[src/rtl/pe_ctrl_pkg.sv]
// Shared definitions for the PE-chain sequencer.
//   state_e : job sequencing states of pe_chain_ctrl
//   lat()   : cycles from an activation entering the chain to its psum
//             leaving the tail PE (two psum registers per PE)
//   clog2() : index width helper, never narrower than one bit
package pe_ctrl_pkg;

  typedef enum logic [2:0] {
    IDLE   = 3'd0,
    CLEAR  = 3'd1,
    LOAD_W = 3'd2,
    STREAM = 3'd3,
    DRAIN  = 3'd4,
    DONE   = 3'd5
  } state_e;

  function automatic int lat(input int num_pe);
    return 2 * num_pe;
  endfunction

  function automatic int clog2(input int v);
    int r;
    r = 0;
    for (int i = 0; i < 32; i++) begin
      if ((1 << r) < v) r = r + 1;
    end
    return (r < 1) ? 1 : r;
  endfunction

endpackage

[src/rtl/pe_chain_ctrl_vld_delay.sv]
// vld_delay: fixed-depth valid shift register.
//   clk      : clock
//   rst      : asynchronous active-low reset, clears every stage
//   in       : valid bit entering the line
//   out      : valid bit DEPTH cycles after it entered
//   any_busy : OR of all stages, i.e. something is still in flight
module vld_delay #(
  parameter int DEPTH = 4
) (
  input  logic clk,
  input  logic rst,
  input  logic in,
  output logic out,
  output logic any_busy
);

  logic [DEPTH-1:0] sr_q;

  always_ff @(posedge clk or negedge rst) begin
    if (!rst) begin
      sr_q <= '0;
    end else begin
      sr_q <= {sr_q[DEPTH-2:0], in};
    end
  end

  assign out      = sr_q[DEPTH-1];
  assign any_busy = |sr_q;

endmodule

[src/rtl/pe_chain_ctrl.sv]
// pe_chain_ctrl: sequencer for a linear chain of NUM_PE processing elements.
// One job per accepted start: clear the chain, load one weight per PE,
// stream cfg_len activations, then drain until the last psum leaves the tail.
//   clk, rst             : clock, asynchronous active-low reset
//   start, cfg_len       : job request (IDLE only) and activation count
//   busy, done           : not-IDLE flag, one-cycle end-of-job pulse
//   w_valid/w_ready/w_data : weight stream (one word per PE, in PE order)
//   a_valid/a_ready/a_data : activation stream
//   pe_clr               : synchronous clear to the PE chain
//   pe_w_en, pe_weight   : one-hot weight-load enable and registered weight
//   pe_act, pe_act_vld   : registered activation bus and its valid
//   psum_vld             : tail partial sum is valid this cycle
module pe_chain_ctrl
  import pe_ctrl_pkg::*;
#(
  parameter int NUM_PE = 8,
  parameter int D_W    = 64,
  parameter int A_W    = 16,
  parameter int LEN_W  = 16
) (
  input  logic              clk,
  input  logic              rst,
  input  logic              start,
  input  logic [LEN_W-1:0]  cfg_len,
  output logic              busy,
  output logic              done,
  input  logic              w_valid,
  output logic              w_ready,
  input  logic [D_W-1:0]    w_data,
  input  logic              a_valid,
  output logic              a_ready,
  input  logic [A_W-1:0]    a_data,
  output logic              pe_clr,
  output logic [NUM_PE-1:0] pe_w_en,
  output logic [D_W-1:0]    pe_weight,
  output logic [A_W-1:0]    pe_act,
  output logic              pe_act_vld,
  output logic              psum_vld
);

  localparam int LAT   = lat(NUM_PE);
  localparam int IDX_W = clog2(NUM_PE);

  state_e              state_q, state_d;
  logic [IDX_W-1:0]    w_idx_q, w_idx_d;
  logic [LEN_W-1:0]    a_cnt_q, a_cnt_d;
  logic [LEN_W-1:0]    len_q, len_d;

  logic                busy_q, done_q, pe_clr_q;
  logic [NUM_PE-1:0]   pe_w_en_q, pe_w_en_d;
  logic [D_W-1:0]      pe_weight_q, pe_weight_d;
  logic [A_W-1:0]      pe_act_q, pe_act_d;
  logic                pe_act_vld_q, pe_act_vld_d;
  logic                psum_vld_q;

  logic                w_hs, a_hs;
  logic                dl_out, dl_busy;

  // Ready flags decode straight from the state register.
  assign w_ready = (state_q == LOAD_W);
  assign a_ready = (state_q == STREAM);
  assign w_hs    = w_ready & w_valid;
  assign a_hs    = a_ready & a_valid;

  always_comb begin
    state_d      = state_q;
    w_idx_d      = w_idx_q;
    a_cnt_d      = a_cnt_q;
    len_d        = len_q;
    pe_w_en_d    = '0;
    pe_weight_d  = pe_weight_q;
    pe_act_d     = pe_act_q;
    pe_act_vld_d = 1'b0;

    case (state_q)
      IDLE: begin
        if (start) begin
          state_d = CLEAR;
          len_d   = cfg_len;
        end
      end
      CLEAR: begin
        state_d = LOAD_W;
        w_idx_d = '0;
        a_cnt_d = '0;
      end
      LOAD_W: begin
        if (w_hs) begin
          pe_weight_d = w_data;
          pe_w_en_d   = NUM_PE'(1) << w_idx_q;
          w_idx_d     = w_idx_q + 1'b1;
          if (w_idx_q == IDX_W'(NUM_PE - 1)) begin
            state_d = (len_q == '0) ? DRAIN : STREAM;
          end
        end
      end
      STREAM: begin
        if (a_hs) begin
          pe_act_d     = a_data;
          pe_act_vld_d = 1'b1;
          a_cnt_d      = a_cnt_q + 1'b1;
          // len_q >= 1 here, so len_q-1 never wraps; a_cnt never overflows.
          if (a_cnt_q == len_q - 1'b1) state_d = DRAIN;
        end
      end
      DRAIN: begin
        // dl_busy covers everything still behind the psum_vld register, so
        // DONE lands the cycle after the final psum_vld.
        if (!dl_busy && !pe_act_vld_q) state_d = DONE;
      end
      DONE: begin
        state_d = IDLE;
      end
      default: begin
        state_d = IDLE;
      end
    endcase
  end

  // Registered outputs are computed from the next state so they line up
  // with the state they describe.
  always_ff @(posedge clk or negedge rst) begin
    if (!rst) begin
      state_q      <= IDLE;
      w_idx_q      <= '0;
      a_cnt_q      <= '0;
      len_q        <= '0;
      busy_q       <= 1'b0;
      done_q       <= 1'b0;
      pe_clr_q     <= 1'b0;
      pe_w_en_q    <= '0;
      pe_weight_q  <= '0;
      pe_act_q     <= '0;
      pe_act_vld_q <= 1'b0;
      psum_vld_q   <= 1'b0;
    end else begin
      state_q      <= state_d;
      w_idx_q      <= w_idx_d;
      a_cnt_q      <= a_cnt_d;
      len_q        <= len_d;
      busy_q       <= (state_d != IDLE);
      done_q       <= (state_d == DONE);
      pe_clr_q     <= (state_d == CLEAR);
      pe_w_en_q    <= pe_w_en_d;
      pe_weight_q  <= pe_weight_d;
      pe_act_q     <= pe_act_d;
      pe_act_vld_q <= pe_act_vld_d;
      psum_vld_q   <= dl_out;
    end
  end

  // Valid delay line: LAT-1 stages here plus the psum_vld register give
  // exactly LAT cycles from pe_act_vld to psum_vld, bubbles preserved.
  vld_delay #(
    .DEPTH(LAT - 1)
  ) u_vld_delay (
    .clk     (clk),
    .rst     (rst),
    .in      (pe_act_vld_q),
    .out     (dl_out),
    .any_busy(dl_busy)
  );

  assign busy       = busy_q;
  assign done       = done_q;
  assign pe_clr     = pe_clr_q;
  assign pe_w_en    = pe_w_en_q;
  assign pe_weight  = pe_weight_q;
  assign pe_act     = pe_act_q;
  assign pe_act_vld = pe_act_vld_q;
  assign psum_vld   = psum_vld_q;

endmodule
[config.mk]
export PLATFORM = sky130hd
export DESIGN_NAME = pe_chain_ctrl
export DESIGN_NICKNAME = d
export VERILOG_FILES = /design/src/rtl/pe_ctrl_pkg.sv /design/src/rtl/pe_chain_ctrl_vld_delay.sv /design/src/rtl/pe_chain_ctrl.sv
export SDC_FILE = /design/constraint.sdc
export NUM_CORES = 1
export LEC_CHECK = 0
export ABC_AREA = 0
export ABC_CLOCK_PERIOD_IN_PS = 3200
export BUFFER_PORTS_ARGS = -buffer_cell sky130_fd_sc_hd__buf_2
export CAP_MARGIN = 20
export CORE_UTILIZATION = 30
export DETAILED_ROUTE_END_ITERATION = 8
export PLACE_DENSITY = 0.55
export SLEW_MARGIN = 20
export SYNTH_ARGS = -nofsm -noshare
export SYNTH_HDL_FRONTEND = slang
export SYNTH_SLANG_ARGS = --single-unit
[constraint.sdc]
create_clock -name clk -period 3.2 [get_ports clk]
set_clock_uncertainty 0.2 [all_clocks]
set_input_delay 0.32 -clock clk [delete_from_list [all_inputs] [get_ports clk]]
set_output_delay 0.32 -clock clk [all_outputs]
set_load 0.02 [all_outputs]
==> key figures, run 1 <==
Setup path
  – Worst Setup EP: state_q[0]$_DFF_PN0_
  – Slowest CP cell: or4_1
  – Crit-path max FO: 4
  – Critical Path Stages: 8
  – Crit end category: flip-flop
  – R2r setup slk: 470 ps
  – Data required, critical path: roughly 3300 ps
  – Critical Path Source: len_q[0]$_DFFE_PN0P_
  – WP buf/inv: 1
  – CP cell instances: inv_1 -> ha_1 -> xnor2_1 -> a2111oi_2 -> o221ai_1 -> or4_1 -> nor4_1 -> o21ai_0
  – Family with the most delay on the worst path: simple AND/OR/NAND/NOR gates
  – Kind of critical path: reg2reg
  – FF-to-FF path depth: 8
  – R2R Path Start: len_q[0]$_DFFE_PN0P_
  – Maximum single-stage delay on the critical path: about 460 ps
  – Startpoint types: flip-flop
  – Critical R2R Capture: state_q[0]$_DFF_PN0_
  – WP data arrival: approximately 2800 ps

Cells and area
  – Ant. Diodes: 0
  – Area grow syn2layout: 47.5%
  – Commonest non-fill, non-tap cell in the layout: nand2_1
  – Most frequent cells in the layout: nand2_1, buf_2, dfrtp_1
  – Final non-filler cell total: roughly 1200
  – Share of post-route cells with drive strength above 1: ~28%
  – Nets: just over 1000

Place
  – I/O Buffers: a little under 200
  – Detail Placement HPWL: 10100 µm
  – Placed Cells: roughly 1100
  – RePlAce Congestion: about 0.84
  – Place WS: 497 ps

Synth
  – Synth Flop Type: dfrtp_1
  – Seq cells post-synth: 146
  – Number of flops mapped to enable cells by yosys: 0
  – Asr flop ratio synth: 100%
  – Yosys warns: 0
  – Post-Syn Nets: between 700 and 800
  – Post-synthesis instance total: 618
  – Post-synthesis cell area: 6030 µm²
  – Netlist cell types: 46
  – Syn Area/Cell: about 10 µm²
  – Seq/Total Area, Yosys: between 60% and 70%

Clock tree
  – H-tree depth: 4
  – Clock sinks: ~150
  – Total setup buffers inserted after CTS: 0
  – CTS tree: yes
  – Root buffer cell: clkbuf_16
  – Post_cts resized: 0
  – Skew-Pair Late Insertion Delay: between 400 and 500 ps
  – Clk slew on worst S/H paths: about 60 ps
  – Num CTS Buffers: 17
  – CTS Buffer Depth: 2
  – CTS Hold Bufs: 98

Global route
  – Via count of the first global-routing pass: between 5000 and 6000
  – First-pass GRT wire length: between 20000 and 25000 µm
  – Global route overflow: 0
  – GRT Total Usage: 15.7%
  – Largest net degree at the start of global routing: 78
  – Initial antenna violation count: 0

Pwr
  – Clock Power Share: roughly 25%
  – Peak VDD IR: 0.476 mV
  – Comb pwr share: a little under two fifths
  – Internal power: 0.00473 W
  – Final total power: a little under 0.008 W
  – Sequential share of power: around two fifths
  – Pleak: ~4.6 nW
  – Pwr dens: 887 nW/µm²
  – Sw frac: between 40% and 50%
  – P_sw: about 0.0032 W

STA
  – TNS Setup: 0 ps
  – Fin. max-slew vios: 0
  – Final Hold Fails: 0
  – Setup violators final: 0
  – Hold WS: 171 ps
  – Crit path time final: roughly 2700 ps
  – Final worst-path cycle share: between 80% and 90%
  – Final setup margin: 469 ps
  – F_max: approximately 370 MHz
  – Slew @ Worst Pin: roughly 710 ps
  – RSZ-0062 raised after global routing: no
  – Relative slew slack: 52.5%

Drt
  – TritonRoute pass-1 iters: 4
  – DRC Markers: 0
  – Avg WL per Cell: approximately 13 µm
  – DR vias/cell: ~4.3
  – Routed WL: around 16000 µm
  – Via count of the routed design: 5161
  – Iter 0 DRT Violations: between 200 and 250
  – Final antenna-violating net count: 0

Floorplanning
  – I/O pin count: roughly 200
  – Core Area: just under 20000 µm²
  – Die height: 144 µm
  – Die X-Extent: around 140 µm
  – Rows: 51
  – Die ar.: between 20000 and 25000 µm²
  – Initial core utilization: 30.8%

Hold path
  – Worst Hold Class: reg2reg

Run status
  – Status: finished clean

Flow run
  – Max-Cap Viols: 0
-- synth_stat cells, types with 2 or more instances --
master      n  area share [%]
nor4_1      4            0.41
and3_1     10             1.0
or2_1       2            0.21
o21ai_1     2            0.17
nor2_1     27             1.7
dfrtp_1   146              61
a31oi_1     2            0.21
xor2_1     17             2.5
ha_1        8             1.7
nor3_1      9            0.75
nand2_1   262              16
nor4b_1     2            0.29
nand2b_1    3            0.31
nor2b_1     2            0.21
nor3b_1     3            0.37
o21ai_0     7            0.58
mux2_2     13             2.4
nand3b_1    4            0.50
xnor2_1    13             1.9
nand4_1     6            0.62
a211oi_1    3            0.37
nand2_2     2            0.21
or2b_2      2            0.29
clkbuf_1   23             1.4
a21oi_1     6            0.50
nand3_1    10            0.83
or4_1       3            0.37
inv_1       7            0.44
or2_2       3            0.31
-- power groups by stage --
stage	Combinational (W)	Sequential, W	Clock [W]
after CTS	0.00297	0.00301	0.00200
after floorplan	0.00126	0.00359	0
after detailed placement	0.00287	0.00303	0
final	0.00294	0.00302	0.00193
after global routing	0.00326	0.00313	0.00207
after global placement	0.00284	0.00303	0
-- registers in the layout, summed over array words and instances (netlist names) --
signal / count
busy: 1
pe_clr: 1
state_q: 3
done: 1
a_cnt_q: 16
pe_act_vld: 1
w_idx_q: 3
len_q: 16
pe_weight: 64
psum_vld: 1
u_vld_delay.sr_q: 15
pe_w_en: 8
pe_act: 16
-- how the worst min path moves through the flow --
stage	depth (start not counted)	to	startpoint	slack, ps
final	0	u_vld_delay.sr_q[10]$_DFF_PN0_	u_vld_delay.sr_q[9]$_DFF_PN0_	170
after global routing	0	u_vld_delay.sr_q[10]$_DFF_PN0_	u_vld_delay.sr_q[9]$_DFF_PN0_	180
after CTS	0	u_vld_delay.sr_q[8]$_DFF_PN0_	u_vld_delay.sr_q[7]$_DFF_PN0_	170
after detailed placement	1	pe_act[5]$_DFFE_PN0P_	rst	70
after global placement	1	pe_act[5]$_DFFE_PN0P_	rst	60
after floorplan	0	a_cnt_q[0]$_DFFE_PN0P_	rst	-180
-- worst reg2reg max path: cells and delay by family, from the launching register on --
kind	cells	cell delay, ps
buf+inv	1	70
fa+ha+maj	1	300
flops	1	410
compound gates	3	620
simple gates	2	850
xor+xnor	1	150
-- metrics by stage --
stage	instance area [µm²]	util [%]
finish	8890	45.4
global route	8890	45.4
CTS	8890	45.4
detailed placement	7340	37.4
global placement	7340	37.4
floorplan	6030	-
-- final cells by class --
cell class              count  area (µm²)
clock inverters            15         150
inverters                   8        30.0
fillers                  1865       10700
well taps                 265         332
flip-flops and latches    146        3650
repair buffers            301        2050
clock buffers              17         425
multi-input cells         439        2250
-- routing by layer --
layer  share of wire [%]  up-vias  track usage (%)
met5                   0        -                0
met4                 1.4        0             5.38
met3                 5.0       18             4.10
met2                  48      135             25.0
met1                  45     2436             20.6
li1                    -     2572                -
-- logic make-up after synthesis --
logic type | after synthesis | share of synthesized area, %
compound gates | 29 | 3.18
fa+ha+maj | 8 | 1.66
xor+xnor | 30 | 4.36
buf+inv | 33 | 2.20
simple gates | 358 | 25.4
mux | 14 | 2.59
flops | 146 | 60.6
Note: power is estimated with default switching activity, not from simulation.
==> run 2: changes to the inputs <==
Settings changed: SYNTH_HIERARCHICAL from default to 1.
==> run 2 against run 1 <==
Compared with the run above:
- final cell count barely moved
- critical path depth grew 1
- synthesized cell count increased by 1.1%
- sequential share of layout area shrank 0.18 points
- largest cell class unchanged
==> key figures, run 2 <==
Synth
  – Yosys warns: 6 (+6)
  – Post-synthesis cell area: 6100 µm² (+1.2%)
  – Syn Area/Cell: 9.77 µm² (about the same)
  – Post-Syn Nets: 734 (+0.96%)
  – Synth top area share: 59.9% (-0.73 points)
  – Synth Flop Type: dfrtp_1
  – Synth top area cells: dfrtp_1, nand2_1, xnor2_1, mux2_1, xor2_1
  – Seq/Total Area, Yosys: 59.9% (-0.73 points)
  – Netlist cell types: 44 (-4.3%)
  – Most common cell in the netlist: nand2_1
  – Seq cells post-synth: 146 (unchanged)
  – Number of flops mapped to enable cells by yosys: 0 (unchanged)
  – Synth top cells by count: nand2_1, dfrtp_1, clkbuf_1
  – Asr flop ratio synth: 100% (unchanged)
  – Post-synthesis instance total: 625 (+1.1%)
  – Post-synth top area cell: dfrtp_1

Drt
  – DRC Markers: 0 (unchanged)
  – DR vias/cell: 4.33 (about the same)
  – Routed WL: 15800 µm (+0.21%)
  – Via count of the routed design: 5165 (+0.078%)
  – Iter 0 DRT Violations: 216 (-6.9%)
  – Final antenna-violating net count: 0 (unchanged)
  – TritonRoute pass-1 iters: 4 (unchanged)
  – Avg WL per Cell: 13.2 µm (+0.13%)

Clock tree
  – Post_cts resized: 0 (unchanged)
  – CTS Buffer Depth: 2 (unchanged)
  – H-tree depth: 4 (unchanged)
  – Skew-Pair Late Insertion Delay: 410 ps (about the same)
  – CTS Hold Bufs: 98 (unchanged)
  – Total setup buffers inserted after CTS: 0 (unchanged)
  – Num CTS Buffers: 17 (unchanged)
  – Root buffer cell: clkbuf_16
  – Clock sinks: 146 (unchanged)
  – CTS tree: yes
  – Clk slew on worst S/H paths: 60 ps (about the same)

Floorplanning
  – Die X-Extent: 145 µm (+0.60%)
  – Die height: 145 µm (+0.60%)
  – Die ar.: 20900 µm² (+1.2%)
  – I/O pin count: 196 (unchanged)
  – Initial core utilization: 31.0% (+0.18 points)
  – Core Area: 19700 µm² (+0.65%)
  – Rows: 51 (unchanged)

Cells and area
  – FF+latch area: 3650 µm² (unchanged)
  – Footprint of the multi-input gates: 2300 µm² (+2.2%)
  – Ant. Diodes: 0 (unchanged)
  – Most frequent cells in the layout: nand2_1, buf_2, dfrtp_1
  – Layout Utilization: 45.3% (-0.091 points)
  – Nets: 1024 (+0.20%)
  – Area grow syn2layout: 46.4%
  – Max FFs per register: 64 (unchanged)
  – Commonest non-fill, non-tap cell in the layout: nand2_1
  – # fillers: 1859 (-0.32%)
  – Share of post-route cells with drive strength above 1: 26.8% (-1.4 points)

Place
  – I/O Buffers: 195 (unchanged)
  – Detail Placement HPWL: 10400 µm (+3.0%)
  – RePlAce Congestion: 0.802 (-4.2%)

Pwr
  – Pleak: 4.65 nW (+0.23%)
  – Peak VDD IR: 0.377 mV (-21%)
  – Pwr dens: 898 nW/µm² (+1.3%)

Setup path
  – CP cell instances: inv_1 -> ha_1 -> nor4b_4 -> nand4_1 -> xnor2_1 -> mux2i_1 -> a21oi_2 -> nor4_2 -> o31a_1
  – Slowest CP cell: nor4b_4
  – Kind of critical path: reg2reg
  – Startpoint types: flip-flop
  – Family with the most delay on the worst path: simple AND/OR/NAND/NOR gates
  – R2r setup slk: 650 ps (+180 ps)
  – Data required, critical path: 3350 ps (+70 ps)
  – Crit end category: flip-flop
  – Crit-path max FO: 8 (+4)
  – WP data arrival: 2700 ps (-110 ps)
  – WP buf/inv: 1 (unchanged)
  – Maximum single-stage delay on the critical path: 490 ps (+30 ps)

Global route
  – GRT Total Usage: 15.9% (+0.16 points)
  – First-pass GRT wire length: 25300 µm (+1.5%)
  – Initial antenna violation count: 0 (unchanged)
  – Global route overflow: 0 (unchanged)
  – Largest net degree at the start of global routing: 70 (-10%)
  – Via count of the first global-routing pass: 5025 (+0.24%)

Flow run
  – Max-Cap Viols: 0 (unchanged)

STA
  – F_max: 392 MHz (+7.0%)
  – TNS Setup: 0 ps (unchanged)
  – Fin. max-slew vios: 0 (unchanged)
  – Setup violators final: 0 (unchanged)
  – Crit path time final: 2550 ps (-179 ps)
  – Final worst-path cycle share: 79.8% (-5.6 points)
  – RSZ-0062 raised after global routing: no
  – Slew @ Worst Pin: 673 ps (-39.1 ps)
  – Relative slew slack: 55.1% (+2.6 points)
  – Final Hold Fails: 0 (unchanged)

Hold path
  – Worst Hold Class: reg2reg

Run status
  – Status: finished clean
-- run 2: cell count changes after synthesis, sizes merged, moves of 3 or more --
cell | before | now
xnor2 | 13 | 19
mux2i | 1 | 5
nand2 | 264 | 260
nor2 | 27 | 23
or2 | 5 | 1
xor2 | 17 | 13
a21oi | 6 | 9
clkbuf | 23 | 26
o21ai | 9 | 12
or4 | 3 | 0
-- run 2: final cells by class --
class / count / area share, %
clock buffer: 20 / 5.11
clock inverter: 11 / 1.19
inverter: 9 / 0.378
multi-input combinational: 440 / 25.8
sequential: 146 / 40.9
tap: 265 / 3.71
timing repair buffer: 301 / 22.9
-- run 2: path summary, 6_finish.rpt --
kind | from | end | cells past startpoint
worst max-delay path | len_q[0]$_DFFE_PN0P_ | state_q[2]$_DFF_PN0_ | 9
worst min-delay path | u_vld_delay/sr_q[13]$_DFF_PN0_ | u_vld_delay/sr_q[14]$_DFF_PN0_ | 0
worst max register to register | len_q[0]$_DFFE_PN0P_ | state_q[2]$_DFF_PN0_ | 9
worst min register to register | u_vld_delay/sr_q[13]$_DFF_PN0_ | u_vld_delay/sr_q[14]$_DFF_PN0_ | 0
max in group asynchronous | rst | len_q[12]$_DFFE_PN0P_ | 3
min in group asynchronous | rst | pe_weight[35]$_DFFE_PN0P_ | 2
-- run 2: power by group --
part           total (W)  internal [W]  switching (W)
sequential       0.00311       0.00256       0.000545
combinational    0.00303       0.00114        0.00189
clock            0.00189       0.00111       0.000775
total            0.00802       0.00481        0.00321
-- run 2: cells by family (layout without fill, tap and decap cells) --
family / count (synthesis) / in the layout / share of synthesized area, %
AOI/OAI and AO/OA: 30 / 30 / 2.95
muxes: 19 / 19 / 3.40
buffers and inverters: 39 / 341 / 2.58
and+or+nand+nor: 351 / 351 / 25.0
adders and majority gates: 8 / 8 / 1.64
DFF: 146 / 146 / 59.9
xor gates and xnor gates: 32 / 32 / 4.59
-- run 2: routing by layer --
| metal | global-route usage (%) | share of wire [%] | up-vias |
|---|---|---|---|
| li1 | - | - | 2591 |
| met1 | 20.0 | 46 | 2408 |
| met2 | 25.6 | 47 | 143 |
| met3 | 3.94 | 4.9 | 23 |
| met4 | 6.93 | 2.4 | 0 |
| met5 | 0 | 0 | - |
-- run 2: metrics by stage --
step	setup WS, ps	cells	hold WS [ps]	area [µm²]	total power (W)
final	648	1192	174	8930	0.00802
after global routing	426	1192	189	8930	0.00862
after CTS	656	1192	176	8930	0.00811
after detailed placement	656	1063	163	7390	0.00608
after global placement	676	1063	158	7390	0.00606
after floorplan	935	625	-176	6100	0.00503
